==> src/rtl/game_pkg.sv <==
// rtl/game_pkg.sv - shared cell, colour and scheduler state types for the plot path
// Contents: cell_coord_t, colour_t, plot_cmd_t, GRID_CELLS, sched_state_t
package game_pkg;

    typedef logic [3:0] cell_coord_t;
    typedef logic [2:0] colour_t;

    localparam int GRID_CELLS = 256;

    typedef enum logic [1:0] {
        ST_IDLE  = 2'd0,
        ST_CLEAR = 2'd1,
        ST_ISSUE = 2'd2
    } sched_state_t;

    // One queued cell update as stored in the update queue.
    typedef struct packed {
        cell_coord_t x;
        cell_coord_t y;
        colour_t     colour;
    } plot_cmd_t;

endpackage

==> src/rtl/plot_fifo.sv <==
// rtl/plot_fifo.sv - update queue with valid/ready push side and empty/pop side
// Ports: clk, rst_n (async, active-low)
//        push_valid/push_ready/push_data : push side, push_ready = not full
//        pop, empty, head_data           : pop side, head_data is the oldest entry
//        next_data, count                : entry behind the head and occupancy
module plot_fifo #(
    parameter int DEPTH = 4,
    parameter int WIDTH = 11
) (
    input  logic                       clk,
    input  logic                       rst_n,
    input  logic                       push_valid,
    output logic                       push_ready,
    input  logic [WIDTH-1:0]           push_data,
    input  logic                       pop,
    output logic                       empty,
    output logic [WIDTH-1:0]           head_data,
    output logic [WIDTH-1:0]           next_data,
    output logic [$clog2(DEPTH):0]     count
);

    localparam int AW = $clog2(DEPTH);
    localparam int CW = AW + 1;

    logic [WIDTH-1:0] mem [DEPTH];
    logic [AW-1:0]    wr_ptr;
    logic [AW-1:0]    rd_ptr;
    logic             do_push;
    logic             do_pop;

    assign push_ready = (count != CW'(DEPTH));
    assign empty      = (count == '0);
    assign do_push    = push_valid && push_ready;
    assign do_pop     = pop && !empty;
    assign head_data  = mem[rd_ptr];
    // Lets the consumer move straight onto the following entry on the same
    // edge that retires the head.
    assign next_data  = mem[rd_ptr + AW'(1)];

    always_ff @(posedge clk) begin
        if (do_push) begin
            mem[wr_ptr] <= push_data;
        end
    end

    always_ff @(posedge clk or negedge rst_n) begin
        if (!rst_n) begin
            wr_ptr <= '0;
            rd_ptr <= '0;
            count  <= '0;
        end else begin
            if (do_push) begin
                wr_ptr <= wr_ptr + AW'(1);
            end
            if (do_pop) begin
                rd_ptr <= rd_ptr + AW'(1);
            end
            case ({do_push, do_pop})
                2'b10:   count <= count + CW'(1);
                2'b01:   count <= count - CW'(1);
                default: count <= count;
            endcase
        end
    end

endmodule

==> src/rtl/plot_scheduler.sv <==
// rtl/plot_scheduler.sv - schedules cell updates and full-board clears to the cell plotter
// Ports: clk, rst_n (async, active-low)
//        upd_valid/upd_ready/upd_x/upd_y/upd_colour : update push side
//        clear, clear_colour                         : full-board fill request
//        busy                                        : work queued, pending or in flight
//        game_plot/game_x/game_y/game_colour         : registered plot request
//        waitrequest                                 : plotter stall
module plot_scheduler
    import game_pkg::*;
#(
    parameter int FIFO_DEPTH = 4
) (
    input  logic        clk,
    input  logic        rst_n,
    input  logic        upd_valid,
    output logic        upd_ready,
    input  cell_coord_t upd_x,
    input  cell_coord_t upd_y,
    input  colour_t     upd_colour,
    input  logic        clear,
    input  colour_t     clear_colour,
    output logic        busy,
    output logic        game_plot,
    output cell_coord_t game_x,
    output cell_coord_t game_y,
    output colour_t     game_colour,
    input  logic        waitrequest
);

    localparam int CW = $clog2(FIFO_DEPTH) + 1;

    sched_state_t   state;
    logic           pend_clear;
    colour_t        pend_colour;
    logic [7:0]     sweep_idx;
    logic [7:0]     sweep_next;
    logic           xfer;
    logic           fifo_pop;
    logic           fifo_empty;
    logic [CW-1:0]  fifo_count;
    plot_cmd_t      push_cmd;
    plot_cmd_t      head_cmd;
    plot_cmd_t      next_cmd;

    assign push_cmd   = '{x: upd_x, y: upd_y, colour: upd_colour};
    assign xfer       = game_plot && !waitrequest;
    // The presented update stays in the queue until it transfers, so the
    // occupancy seen upstream includes the in-flight item.
    assign fifo_pop   = xfer && (state == ST_ISSUE);
    assign sweep_next = sweep_idx + 8'd1;
    assign busy       = (state != ST_IDLE) || !fifo_empty || pend_clear;

    plot_fifo #(
        .DEPTH (FIFO_DEPTH),
        .WIDTH ($bits(plot_cmd_t))
    ) u_fifo (
        .clk        (clk),
        .rst_n      (rst_n),
        .push_valid (upd_valid),
        .push_ready (upd_ready),
        .push_data  (push_cmd),
        .pop        (fifo_pop),
        .empty      (fifo_empty),
        .head_data  (head_cmd),
        .next_data  (next_cmd),
        .count      (fifo_count)
    );

    always_ff @(posedge clk or negedge rst_n) begin
        if (!rst_n) begin
            state       <= ST_IDLE;
            pend_clear  <= 1'b0;
            pend_colour <= '0;
            sweep_idx   <= '0;
            game_plot   <= 1'b0;
            game_x      <= '0;
            game_y      <= '0;
            game_colour <= '0;
        end else begin
            if (clear) begin
                pend_clear  <= 1'b1;
                pend_colour <= clear_colour;
            end

            // The sweep start branch appears in three states; a clear landing
            // on the same edge as the start stays pending and restarts later.
            case (state)
                ST_IDLE: begin
                    if (pend_clear) begin
                        state       <= ST_CLEAR;
                        sweep_idx   <= '0;
                        game_plot   <= 1'b1;
                        game_x      <= '0;
                        game_y      <= '0;
                        game_colour <= pend_colour;
                        if (!clear) pend_clear <= 1'b0;
                    end else if (!fifo_empty) begin
                        state       <= ST_ISSUE;
                        game_plot   <= 1'b1;
                        game_x      <= head_cmd.x;
                        game_y      <= head_cmd.y;
                        game_colour <= head_cmd.colour;
                    end
                end

                ST_ISSUE: begin
                    if (xfer) begin
                        if (pend_clear) begin
                            state       <= ST_CLEAR;
                            sweep_idx   <= '0;
                            game_x      <= '0;
                            game_y      <= '0;
                            game_colour <= pend_colour;
                            if (!clear) pend_clear <= 1'b0;
                        end else if (fifo_count > CW'(1)) begin
                            game_x      <= next_cmd.x;
                            game_y      <= next_cmd.y;
                            game_colour <= next_cmd.colour;
                        end else begin
                            state     <= ST_IDLE;
                            game_plot <= 1'b0;
                        end
                    end
                end

                ST_CLEAR: begin
                    if (xfer) begin
                        if (pend_clear) begin
                            sweep_idx   <= '0;
                            game_x      <= '0;
                            game_y      <= '0;
                            game_colour <= pend_colour;
                            if (!clear) pend_clear <= 1'b0;
                        end else if (sweep_idx == 8'(GRID_CELLS - 1)) begin
                            state     <= ST_IDLE;
                            game_plot <= 1'b0;
                        end else begin
                            sweep_idx <= sweep_next;
                            game_x    <= sweep_next[3:0];
                            game_y    <= sweep_next[7:4];
                        end
                    end
                end

                default: begin
                    state     <= ST_IDLE;
                    game_plot <= 1'b0;
                end
            endcase
        end
    end

endmodule

==> config.mk <==
export PLATFORM = sky130hd
export DESIGN_NAME = plot_scheduler
export DESIGN_NICKNAME = d
export VERILOG_FILES = /design/src/rtl/game_pkg.sv /design/src/rtl/plot_fifo.sv /design/src/rtl/plot_scheduler.sv
export SDC_FILE = /design/constraint.sdc
export NUM_CORES = 1
export LEC_CHECK = 0
export ABC_AREA = 1
export CAP_MARGIN = 20
export CORE_ASPECT_RATIO = 0.9
export CORE_MARGIN = 2
export CORE_UTILIZATION = 45
export DETAILED_ROUTE_END_ITERATION = 12
export DONT_BUFFER_PORTS = 1
export PLACE_DENSITY = 0.59
export SYNTH_ARGS = -nofsm -noshare
export SYNTH_HDL_FRONTEND = slang
export SYNTH_SLANG_ARGS = --single-unit
==> constraint.sdc <==
create_clock -name clk -period 1.8 [get_ports clk]
set_clock_uncertainty 0.15 [all_clocks]
set_input_delay 0.27 -clock clk [delete_from_list [all_inputs] [get_ports clk]]
set_output_delay 0.27 -clock clk [all_outputs]
set_load 0.02 [all_outputs]
Word-level counts from Yosys, hierarchy flattened
Memory sizes are Yosys's and may differ from the RTL's.
Cells that the tools add are included.
{"block": "classes", "add_sub_neg": 5, "n_lt_le_gt_ge": 1, "eq_ne": 17, "muxes": 58, "reduce_logical": 19}
{"cell": "$mux W4", "n": 16}
{"cell": "$mux W8", "n": 5}
{"cell": "$pmux W4 S3", "n": 2}
{"cell": "$pmux W8 S3", "n": 1}
{"cell": "$mux W3", "n": 7}
{"cell": "$reduce_and A6 Y1", "n": 3}
{"cell": "$mux W2", "n": 8}
{"cell": "$mux W1", "n": 14}
{"cell": "$ne A2 B2 Y1 const B", "n": 7}
{"cell": "$ne A3 B3 Y1 const B", "n": 4}
{"cell": "$pmux W3 S3", "n": 1}
{"cell": "$add A8 B1 Y8 const B", "n": 1}
{"cell": "$eq A8 B8 Y1 const B", "n": 1}
{"cell": "$reduce_and A7 Y1", "n": 1}
{"cell": "$pmux W2 S3", "n": 1}
{"cell": "$pmux W3 S2", "n": 1}
{"cell": "$add A2 B1 Y2 const B", "n": 2}
{"cell": "$eq A2 B1 Y1 const B", "n": 2}
{"cell": "$eq A2 B2 Y1 const B", "n": 2}
{"cell": "$logic_and A1 B1 Y1", "n": 4}
{"cell": "$reduce_and A4 Y1", "n": 1}
{"cell": "$reduce_bool A2 Y1", "n": 2}
{"cell": "$add A3 B1 Y3 const B", "n": 1}
{"cell": "$gt A3 B1 Y1 const B", "n": 1}
{"cell": "other kinds (10)", "n": 12}
{"block": "word_totals", "regBits": 33, "ramBits": 44, "input_bits": 19, "out_inout_bits": 14, "elab_cells": 112, "n_memories": 1}
{"name": "u_fifo.mem", "depth": 4, "word_bits": 11, "rd": 2, "rd_clocked_by_memory_dff": 0, "wr": 1, "line": "plot_fifo.sv:25", "rtl": "logic [WIDTH-1:0] mem [DEPTH];"}

Depth between registers and ports, before layout
Gate-level depths: netlist (run 1).
{"block": "depth", "depth_word": 6, "ltp_mapped": 11, "depth_no_buf": 11}

Cells and area by module
A second synthesis (run 1) with hierarchy kept.
{"block": "hier_totals", "hier_cells": 507, "hier_area_um2": 4310.4}
{"module": "plot_fifo", "instances": 1, "cells_each": 277, "area_each_um2": 2625.0, "seq_area_each_um2": 1496.4}
{"module": "plot_scheduler", "instances": 1, "cells_each": 230, "area_each_um2": 1685.4, "seq_area_each_um2": 650.6}

Least setup slack after synthesis (run 1)
OpenSTA, ideal clock, no wires.
{"block": "synth_path", "kind": "register to register", "start": "reg u_fifo.count[0]", "end": "mem u_fifo.mem[0][0] (enable)", "t_arrival_ns": 1.530, "required_time_ns": 1.272, "path_slack_ns": -0.259, "path_stages_with_launch": 6, "path_buffers": 0, "synth_period_minus_slack_ns": 2.059, "path_cell_list": "dfrtp_1 inv_1 ha_1 nand2_1 nand2_1 nor2_1"}
{"block": "synth_via", "elab_chain_cells": 4}
{"element": "start, declared", "line": "plot_fifo.sv:19", "rtl": "output logic [$clog2(DEPTH):0] count"}
{"element": "start signal, assigned", "line": "plot_fifo.sv:59", "rtl": "2'b10: count <= count + CW'(1);"}
{"element": "start signal, assigned", "line": "plot_fifo.sv:60", "rtl": "2'b01: count <= count - CW'(1);"}
{"element": "start signal, assigned", "line": "plot_fifo.sv:61", "rtl": "default: count <= count;"}
{"element": "$ne A3 B3 Y1", "line": "plot_fifo.sv:31", "rtl": "assign push_ready = (count != CW'(DEPTH));"}
{"element": "named net upd_ready", "line": "plot_scheduler.sv:16", "rtl": "output logic upd_ready,"}
{"element": "$logic_and A1 B1 Y1", "line": "plot_fifo.sv:33", "rtl": "assign do_push = push_valid && push_ready;"}
{"element": "$mux W1", "line": "plot_fifo.sv:41", "rtl": "if (do_push) begin"}
{"element": "$mux W1 (not written as such)", "line": "plot_fifo.sv:42", "rtl": "mem[wr_ptr] <= push_data;"}
{"element": "end, declared", "line": "plot_fifo.sv:25"}
The timed path passes the listed nets, and every way through them passes these cells.

Final worst setup path (run 1)
{"block": "layout_path", "start": "reg state[0]", "end": "reg game_colour[0]"}
{"block": "layout_via", "elab_chain_cells": 3, "elab_cells_between_ends": 11}
{"element": "start, declared", "line": "plot_scheduler.sv:32", "rtl": "sched_state_t state;"}
{"element": "start signal, assigned", "line": "plot_scheduler.sv:71", "rtl": "state <= ST_IDLE;"}
{"element": "start signal, assigned", "line": "plot_scheduler.sv:90", "rtl": "state <= ST_CLEAR;"}
{"element": "start signal, assigned", "line": "plot_scheduler.sv:98", "rtl": "state <= ST_ISSUE;"}
{"element": "$eq A2 B2 Y1 (tied with other cells)", "line": "plot_scheduler.sv:87", "rtl": "case (state)"}
{"element": "$ne A3 B2 Y1 (no source line) (tied with other cells)"}
{"element": "$reduce_and A6 Y1 (no source line)"}
{"element": "end signal, assigned", "line": "plot_scheduler.sv:95", "rtl": "game_colour <= pend_colour;"}
{"element": "end signal, assigned", "line": "plot_scheduler.sv:102", "rtl": "game_colour <= head_cmd.colour;"}
{"element": "end signal, assigned", "line": "plot_scheduler.sv:113", "rtl": "game_colour <= pend_colour;"}
{"element": "end, declared", "line": "plot_scheduler.sv:26", "rtl": "output colour_t game_colour,"}
Several ways; a longest one is shown, not always the timed one.
A chain may end at the register's enable or synchronous reset.

==> metrics, run 1 <==
gpl congestion=0.876; synth top area cells=edfxtp_1 31%, dfrtp_1 19%, nand2_1 18%; main combinational cell family by area after synthesis=simple AND/OR/NAND/NOR gates; P&R area growth vs syn=29.9%; post-route setup slack=-114 ps; Final nets=626; H-tree depth=3; clock tree root buffer cell=clkbuf_8; number of diodes=0; Tightest Hold Check Type=in2reg; Yosys reg bits=77; final WL=10.6 mm; TNS Setup=-991 ps; fraction of registers with async set/reset=42.9%; HP Start=upd_valid; fill count=795; min Tclk post-route=1910 ps; Clock Sinks=77; die extent in x=107 um; WL per Instance=14.7 um; TritonCTS clock tree=done; most common cell after layout, fill and taps aside=nand2_1; Distinct cells, synth=31; crit-path max cell delay=380 ps; required time worst endpoint=1920 ps; actual slew at the worst max-slew pin=451 ps; Site Rows=33; Final Hold Fails=0; via/cell ratio=5.07; Post-Synth Adder-Cell Area=3.79%; core area=9210 um^2; clock-pin slew on the worst setup and hold paths=90 ps; Pins Over Slew Limit=0; Slew HR=69.8%; Max Cap Viol=0; Final HPWL DP=6.79 mm; largest area contributor in the netlist=edfxtp_1; kind of critical path=reg2reg; Max FO, Critical Path=5; Final ANT Viol Nets=0; Synth Warn #=0; worst vdd ir=963 uV; antenna violations before repair=0; Worst Setup SP=state[0]$_DFFE_PN0P_; EDFF count, synth=44; CP top delay family=buffers and inverters; largest net degree at the start of global routing=34; layout cells sized above 1=26.0%; Syn Inst Count=525; CTS Buffer Depth=2; Seq/Total Area, Yosys=50.0%; DRT Pass-1 Iters=4; most frequent cells in the layout=198 x nand2_1, 44 x edfxtp_1, 41 x buf_4; first-pass GRT wire length=16.3 mm; post-synthesis mux area share=0%; routed vias=3654; syn_nets=557; Total Routing Usage GR=20.1%; critical path's slowest cell=dfrtp_1; vias in the first global route=3418; GRT overflow=0; number of CTS-inserted buffers=9; outcome=complete, but fails checks; Leakage=2.49 nW; starting density of the core=46.7%; Port Buf Inserts=0; fmax=0.523 GHz; Synth Area in XOR/XNOR=1.02%; CP Buf/Inv Count=5; DR iter-0 viols=216; Netlist Area Pre-Place=4300 um^2; overall die height=96.7 um; worst-skew pair later-pin latency=360 ps; Worst Setup End Kind=register; RSZ-0062 raised after global routing=true; R2R Setup Slk=-110 ps; Post-synth top flop=edfxtp_1; post-synthesis simple-gate area fraction=27.9%; worst path cell trace=inv_2, buf_6, ha_4, inv_4, nor2_4, nand2_2, buf_4, buf_6, nand3_4, nor2_4, nor2_1, a21oi_1; failing checks=negative setup slack; Util after Layout=60.6%; Synth Area in Compound Gates=9.58%; Worst EP arrival=2040 ps; Final Cycle Share=106%; synthesized area per cell=8.18 um^2; number of I/O pins=33; DR DRC count=0; reg-to-reg critical path startpoint=state[0]$_DFFE_PN0P_; post-synth top area share=30.8%; Die Area=10300 um^2; Pwr per Cell Area=1810 nW/um^2; startpoint types=register; setup violators final=15
[where the power goes]
group	internal (mW)	total, mW	switching [mW]
Clock	0.768	1.41	0.640
Combinational	2.33	5.75	3.42
Sequential	2.38	2.94	0.561
Total	5.48	10.1	4.62
[sequential cells by signal, summed over array words and instances, names as in the netlist]
| register | flops |
|---|---|
| u_fifo.mem | 44 |
| sweep_idx | 8 |
| game_x | 4 |
| game_y | 4 |
| game_colour | 3 |
| pend_colour | 3 |
| u_fifo.count | 3 |
| state | 2 |
| u_fifo.rd_ptr | 2 |
| u_fifo.wr_ptr | 2 |
| game_plot | 1 |
| pend_clear | 1 |
[worst reg2reg max path, cell delays in order, from the launching register on]
cell	delay [ps]
dfrtp_1	380
inv_2	70
buf_6	130
ha_4	180
inv_4	80
nor2_4	40
nand2_2	100
buf_4	120
buf_6	90
nand3_4	70
nor2_4	160
nor2_1	60
a21oi_1	200
[path summary, 6_finish.rpt]
kind	to	cells after the start
worst max-delay path	game_colour[0]$_DFFE_PN0P_	12
worst min-delay path	u_fifo.wr_ptr[1]$_DFFE_PN0P_	3
worst max register to register	game_colour[0]$_DFFE_PN0P_	12
worst min register to register	sweep_idx[6]$_DFFE_PN0P_	2
max in group asynchronous	sweep_idx[1]$_DFFE_PN0P_	2
min in group asynchronous	game_x[3]$_DFFE_PN0P_	2
[through the flow]
step | instances | setup WS (ps) | area (um^2) | power (mW) | hold WS, ps
6_report | 721 | -114 | 5580 | 10.1 | 134
3_5_place_dp | 660 | -27.7 | 4660 | 7.36 | -175
5_1_grt | 721 | -197 | 5580 | 10.9 | 141
3_3_place_gp | 660 | -5.27 | 4660 | 7.28 | -174
4_1_cts | 708 | -49.6 | 5200 | 9.21 | 112
2_1_floorplan | 525 | 2.34 | 4340 | 6.15 | -176
[cell usage after synthesis (all sizes together), types with 2 or more instances]
cell    count
a21oi      30
buf        16
clkbuf      2
dfrtp      33
edfxtp     44
ha         13
inv        53
nand2     213
nand3      24
nor2       49
o21ai      37
xnor2       2
xor2        3
[logic make-up after synthesis]
kind of cell    count (synthesis)
flops                          77
compound gates                 70
fa+ha+maj                      13
buf+inv                        72
simple gates                  288
xor+xnor                        5
[layout make-up]
cell class | instances | area, um^2 | area share, %
sequential | 77 | 2150 | 38.5
multi-input combinational | 378 | 2130 | 38.1
timing repair buffer | 74 | 712 | 12.8
inverter | 54 | 233 | 4.17
tap | 122 | 153 | 2.74
clock buffer | 10 | 128 | 2.29
clock inverter | 6 | 77.6 | 1.39
[metal layers]
metal | vias up | share of wire, % | GRT usage, %
li1 | 1815 | - | -
met1 | 1709 | 42 | 26.0
met2 | 105 | 51 | 33.3
met3 | 25 | 4.7 | 5.12
met4 | 0 | 2.5 | 5.79
met5 | - | 0 | 0
[repair_timing]
action / 4_1_cts / 5_1_grt
gates cloned: 1 / 1
endpoints found under the setup margin: 9 / 26
hold buffers: 17 / 0
buffers inserted: 14 / 12
pin swaps: 11 / 17
hold endpoints to repair: 81 / 0
gates resized for setup: 14 / 64
Note: power is estimated with default switching activity, not from simulation.
==> run 2: changes to the inputs <==
Settings changed: PLACE_DENSITY 0.59 to 0.57.
Clock period 1.8 ns to 2.48 ns, I/O delays scaled along.
==> metrics, run 2 (synthesis results as in run 1) <==
CTS Buffer Depth=2; Pwr per Cell Area=1280 nW/um^2; Final ANT Viol Nets=0; number of I/O pins=33; worst vdd ir=608 uV; Final HPWL DP=6.85 mm; Total Routing Usage GR=20.3%; overall die height=96.7 um; Most flops, register=u_fifo.mem; DR DRC count=0; RSZ-0062 raised after global routing=false; crit-path max cell delay=420 ps; Hold-fix buffers, CTS=16; Largest regs=u_fifo.mem: 44 flops, sweep_idx: 8 flops; hold depth=2; Largest register FFs=44; vias in the first global route=3263; Multi-input gate area=1820 um^2; startpoint types=register; first-pass GRT wire length=16.0 mm; cell-internal power=3.39 mW; NetSw=2.82 mW; worst path cell trace=inv_1, ha_1, inv_2, nor3_2, ha_1, nor2_1, o21ai_0, xor2_1, inv_1; Final Hold Fails=0; DRT Pass-1 Iters=5; Final Cycle Share=88.6%; GRT overflow=0; H-tree depth=3; most common cell after layout, fill and taps aside=nand2_1; clock tree root buffer cell=clkbuf_8; kind of critical path=reg2reg; fill count=883; routed vias=3324; Leakage=2.20 nW; Port Buf Inserts=0; min Tclk post-route=2200 ps; required time worst endpoint=2580 ps; Clock Sinks=77; WP depth=9; clock-pin slew on the worst setup and hold paths=80 ps; Worst EP arrival=2300 ps; Setup Fix Bufs, Post-CTS=0; Tightest Hold Check Type=in2reg; fmax=0.455 GHz; starting density of the core=46.7%; Clk pwr share=18.4%; setup violators final=0; most frequent cells in the layout=206 x nand2_1, 47 x inv_1, 44 x edfxtp_1; Pins Over Slew Limit=0; die extent in x=107 um; Worst Setup End Kind=register; cts repair resizes=0; combinational share of power=47.0%; TNS Setup=0 ps; number of diodes=0; worst-skew pair later-pin latency=360 ps; final WL=9.77 mm; sw frac=45.4%; Max Cap Viol=0; dpl cell area=4420 um^2; TritonCTS clock tree=done; actual slew at the worst max-slew pin=513 ps; FF/Latch Area=2150 um^2; CP top delay family=adder cells; FF-to-FF path depth=9; gpl congestion=0.835; WL per Instance=14.5 um; Final Cell Area=4830 um^2; Fin Hold WS=21.9 ps; CP Buf/Inv Count=3; layout cells sized above 1=11.8%; P&R area growth vs syn=12.5%; Die Area=10300 um^2; via/cell ratio=4.95; largest net degree at the start of global routing=39; core area=9210 um^2; antenna violations before repair=0; critical path's slowest cell=dfrtp_1; Reg power frac=34.5%; Final nets=577; Max FO, Critical Path=5; outcome=finished, final reports clean; Site Rows=33; Slew HR=65.7%; DR iter-0 viols=165; number of CTS-inserted buffers=9
-- run 2: path summary, 6_finish.rpt --
kind | from | endpoint | slack, ps
worst max-delay path | state[0]$_DFFE_PN0P_ | u_fifo.count[2]$_DFFE_PN0P_ | 280
worst min-delay path | clear | pend_clear$_DFF_PN0_ | 20
worst max register to register | state[0]$_DFFE_PN0P_ | u_fifo.count[2]$_DFFE_PN0P_ | 280
worst min register to register | sweep_idx[6]$_DFFE_PN0P_ | sweep_idx[6]$_DFFE_PN0P_ | 380
max in group asynchronous | rst_n | u_fifo.rd_ptr[1]$_DFFE_PN0P_ | 1660
min in group asynchronous | rst_n | game_x[3]$_DFFE_PN0P_ | 310
-- run 2: stage by stage --
step	total power [mW]	cells	setup slack [ps]	utilization, %
finish	6.21	672	284	52.5
global route	6.75	672	117	52.5
CTS	6.27	672	283	52.5
detailed placement	5.07	640	289	48.0
global placement	5.04	640	358	48.0
floorplan	4.41	525	421	-
-- run 2: power groups by stage --
stage	logic (mW)	registers, mW	clock network (mW)
3_3_place_gp	2.88	2.16	0
3_5_place_dp	2.90	2.17	0
5_1_grt	3.34	2.19	1.22
2_1_floorplan	2.38	2.03	0
4_1_cts	2.95	2.15	1.17
6_report	2.92	2.14	1.15
-- run 2: worst reg2reg max path: cells and delay by family, from the launching register on --
family          cells  cell delay, ps
buf+inv             3             240
flops               1             420
simple gates        2             440
xor+xnor            1             140
compound gates      1             110
fa+ha+maj           2             600
-- run 2: routing by layer --
layer | vias to the layer above | part of all wire [%] | wire length [um] | track usage [%]
met3 | 16 | 4.4 | 429 | 4.85
met5 | - | 0 | 0 | 0
met1 | 1541 | 46 | 4500 | 26.5
met2 | 63 | 47 | 4640 | 32.9
met4 | 0 | 2.0 | 192 | 7.19
li1 | 1704 | - | - | -
-- run 2: cell type report --
class | count | area share (%)
clock buffers | 13 | 3.75
well taps | 122 | 3.16
multi-input cells | 376 | 37.6
inverters | 54 | 4.50
clock inverters | 3 | 1.32
flip-flops and latches | 77 | 44.4
repair buffers | 27 | 5.23
==> run 3: changes to the inputs <==
Settings changed: CORE_ASPECT_RATIO 0.9 to default.
==> metrics, run 3 (synthesis results as in run 1) <==
outcome=finished, final reports clean; Slew HR=66.3%; most common cell after layout, fill and taps aside=nand2_1; die extent in x=102 um; DR iter-0 viols=172; Max FO, Critical Path=5; Clock Sinks=77; fill count=853; Final Cycle Share=89.4%; Worst Setup SP=state[0]$_DFFE_PN0P_; startpoint types=register; Total Routing Usage GR=19.8%; fmax=0.451 GHz; Leakage=2.17 nW; DR DRC count=0; clock tree root buffer cell=clkbuf_8; RSZ-0062 raised after global routing=false; dpl cell area=4420 um^2; Max Cap Viol=0; via/cell ratio=4.86; vias in the first global route=3055; final WL=9.53 mm; Most flops, register=u_fifo.mem; reg-to-reg critical path startpoint=state[0]$_DFFE_PN0P_; Largest regs=u_fifo.mem: 44 flops, sweep_idx: 8 flops; kind of critical path=reg2reg; worst vdd ir=507 uV; HP Start=clear; setup violators final=0; min Tclk post-route=2220 ps; first-pass GRT wire length=15.6 mm; most frequent cells in the layout=206 x nand2_1, 47 x inv_1, 44 x edfxtp_1; GRT overflow=0; CTS Buffer Depth=2; Final Hold Fails=0; Pwr per Cell Area=1260 nW/um^2; Worst Setup End Kind=register; Final ANT Viol Nets=0; worst-skew pair later-pin latency=350 ps; Pins Over Slew Limit=0; antenna violations before repair=0; actual slew at the worst max-slew pin=503 ps; starting density of the core=46.5%; Final Cell Area=4790 um^2; Final nets=576; Site Rows=35; core area=9240 um^2; DRT Pass-1 Iters=4; Die Area=10300 um^2; TNS Setup=0 ps; number of diodes=0; required time worst endpoint=2580 ps; clock-pin slew on the worst setup and hold paths=90 ps; layout cells sized above 1=12.2%; gpl congestion=0.812; Final HPWL DP=6.46 mm; H-tree depth=3; number of CTS-inserted buffers=9; P&R area growth vs syn=11.6%; TritonCTS clock tree=done; Port Buf Inserts=0; overall die height=102 um; routed vias=3292; largest net degree at the start of global routing=38; Largest register FFs=44; WL per Instance=14.0 um; number of I/O pins=33; Worst EP arrival=2320 ps; Tightest Hold Check Type=in2reg
==> run 3: area by class of cell <==
| type | count | area (um^2) | share of cell area, % |
|---|---|---|---|
| flip-flops and latches | 77 | 2150 | 44.8 |
| multi-input cells | 376 | 1820 | 37.9 |
| repair buffers | 26 | 245 | 5.12 |
| inverters | 54 | 218 | 4.54 |
| well taps | 129 | 161 | 3.37 |
| clock buffers | 9 | 124 | 2.58 |
| clock inverters | 7 | 80.1 | 1.67 |
==> run 3: what timing repair did <==
action | CTS | global route
gates resized for setup | 0 | 0
endpoints found under the hold margin | 80 | 0
endpoints found under the setup margin | 0 | 0
hold buffers | 16 | 0
setup buffers | 0 | 0
==> run 3: worst paths after layout <==
kind,end,slack (ps),depth (start not counted)
max,u_fifo.count[2]$_DFFE_PN0P_,260,9
min,pend_clear$_DFF_PN0_,20,2
min reg2reg,u_fifo.count[0]$_DFFE_PN0P_,360,1
max in group asynchronous,u_fifo.rd_ptr[1]$_DFFE_PN0P_,1670,2
min in group asynchronous,pend_clear$_DFF_PN0_,330,2
max reg2reg,u_fifo.count[2]$_DFFE_PN0P_,260,9
==> run 3: worst max-delay path, cell delays in order, from the launching register on <==
cell     delay [ps]
dfrtp_1         420
inv_1           130
ha_1            280
inv_2            70
nor3_2          350
ha_1            340
nor2_1          120
o21ai_0         100
xor2_1          130
inv_1            50
==> run 3: power breakdown <==
part           leakage (nW)  switching [mW]  internal [mW]
registers             0.815           0.391           1.73
logic                  1.26            1.98          0.955
clock network        0.0968           0.517          0.477
==> run 3: routing by layer <==
metal  GRT usage [%]  share of wire, %
met5               0                 0
met2            29.1                44
met3            3.17               3.9
met4            6.55               1.0
met1            29.8                51
==> run 3: stage by stage <==
stage          power, mW  setup slack [ps]  util [%]  hold slack, ps  cells
2_1_floorplan       4.41               421         -           -73.6    525
3_3_place_gp        5.00               368      47.8           -72.6    646
3_5_place_dp        5.03               261      47.8           -72.4    646
4_1_cts             6.08               267      51.9           0.113    678
5_1_grt             6.58               120      51.9            14.8    678
6_report            6.05               262      51.9            17.9    678
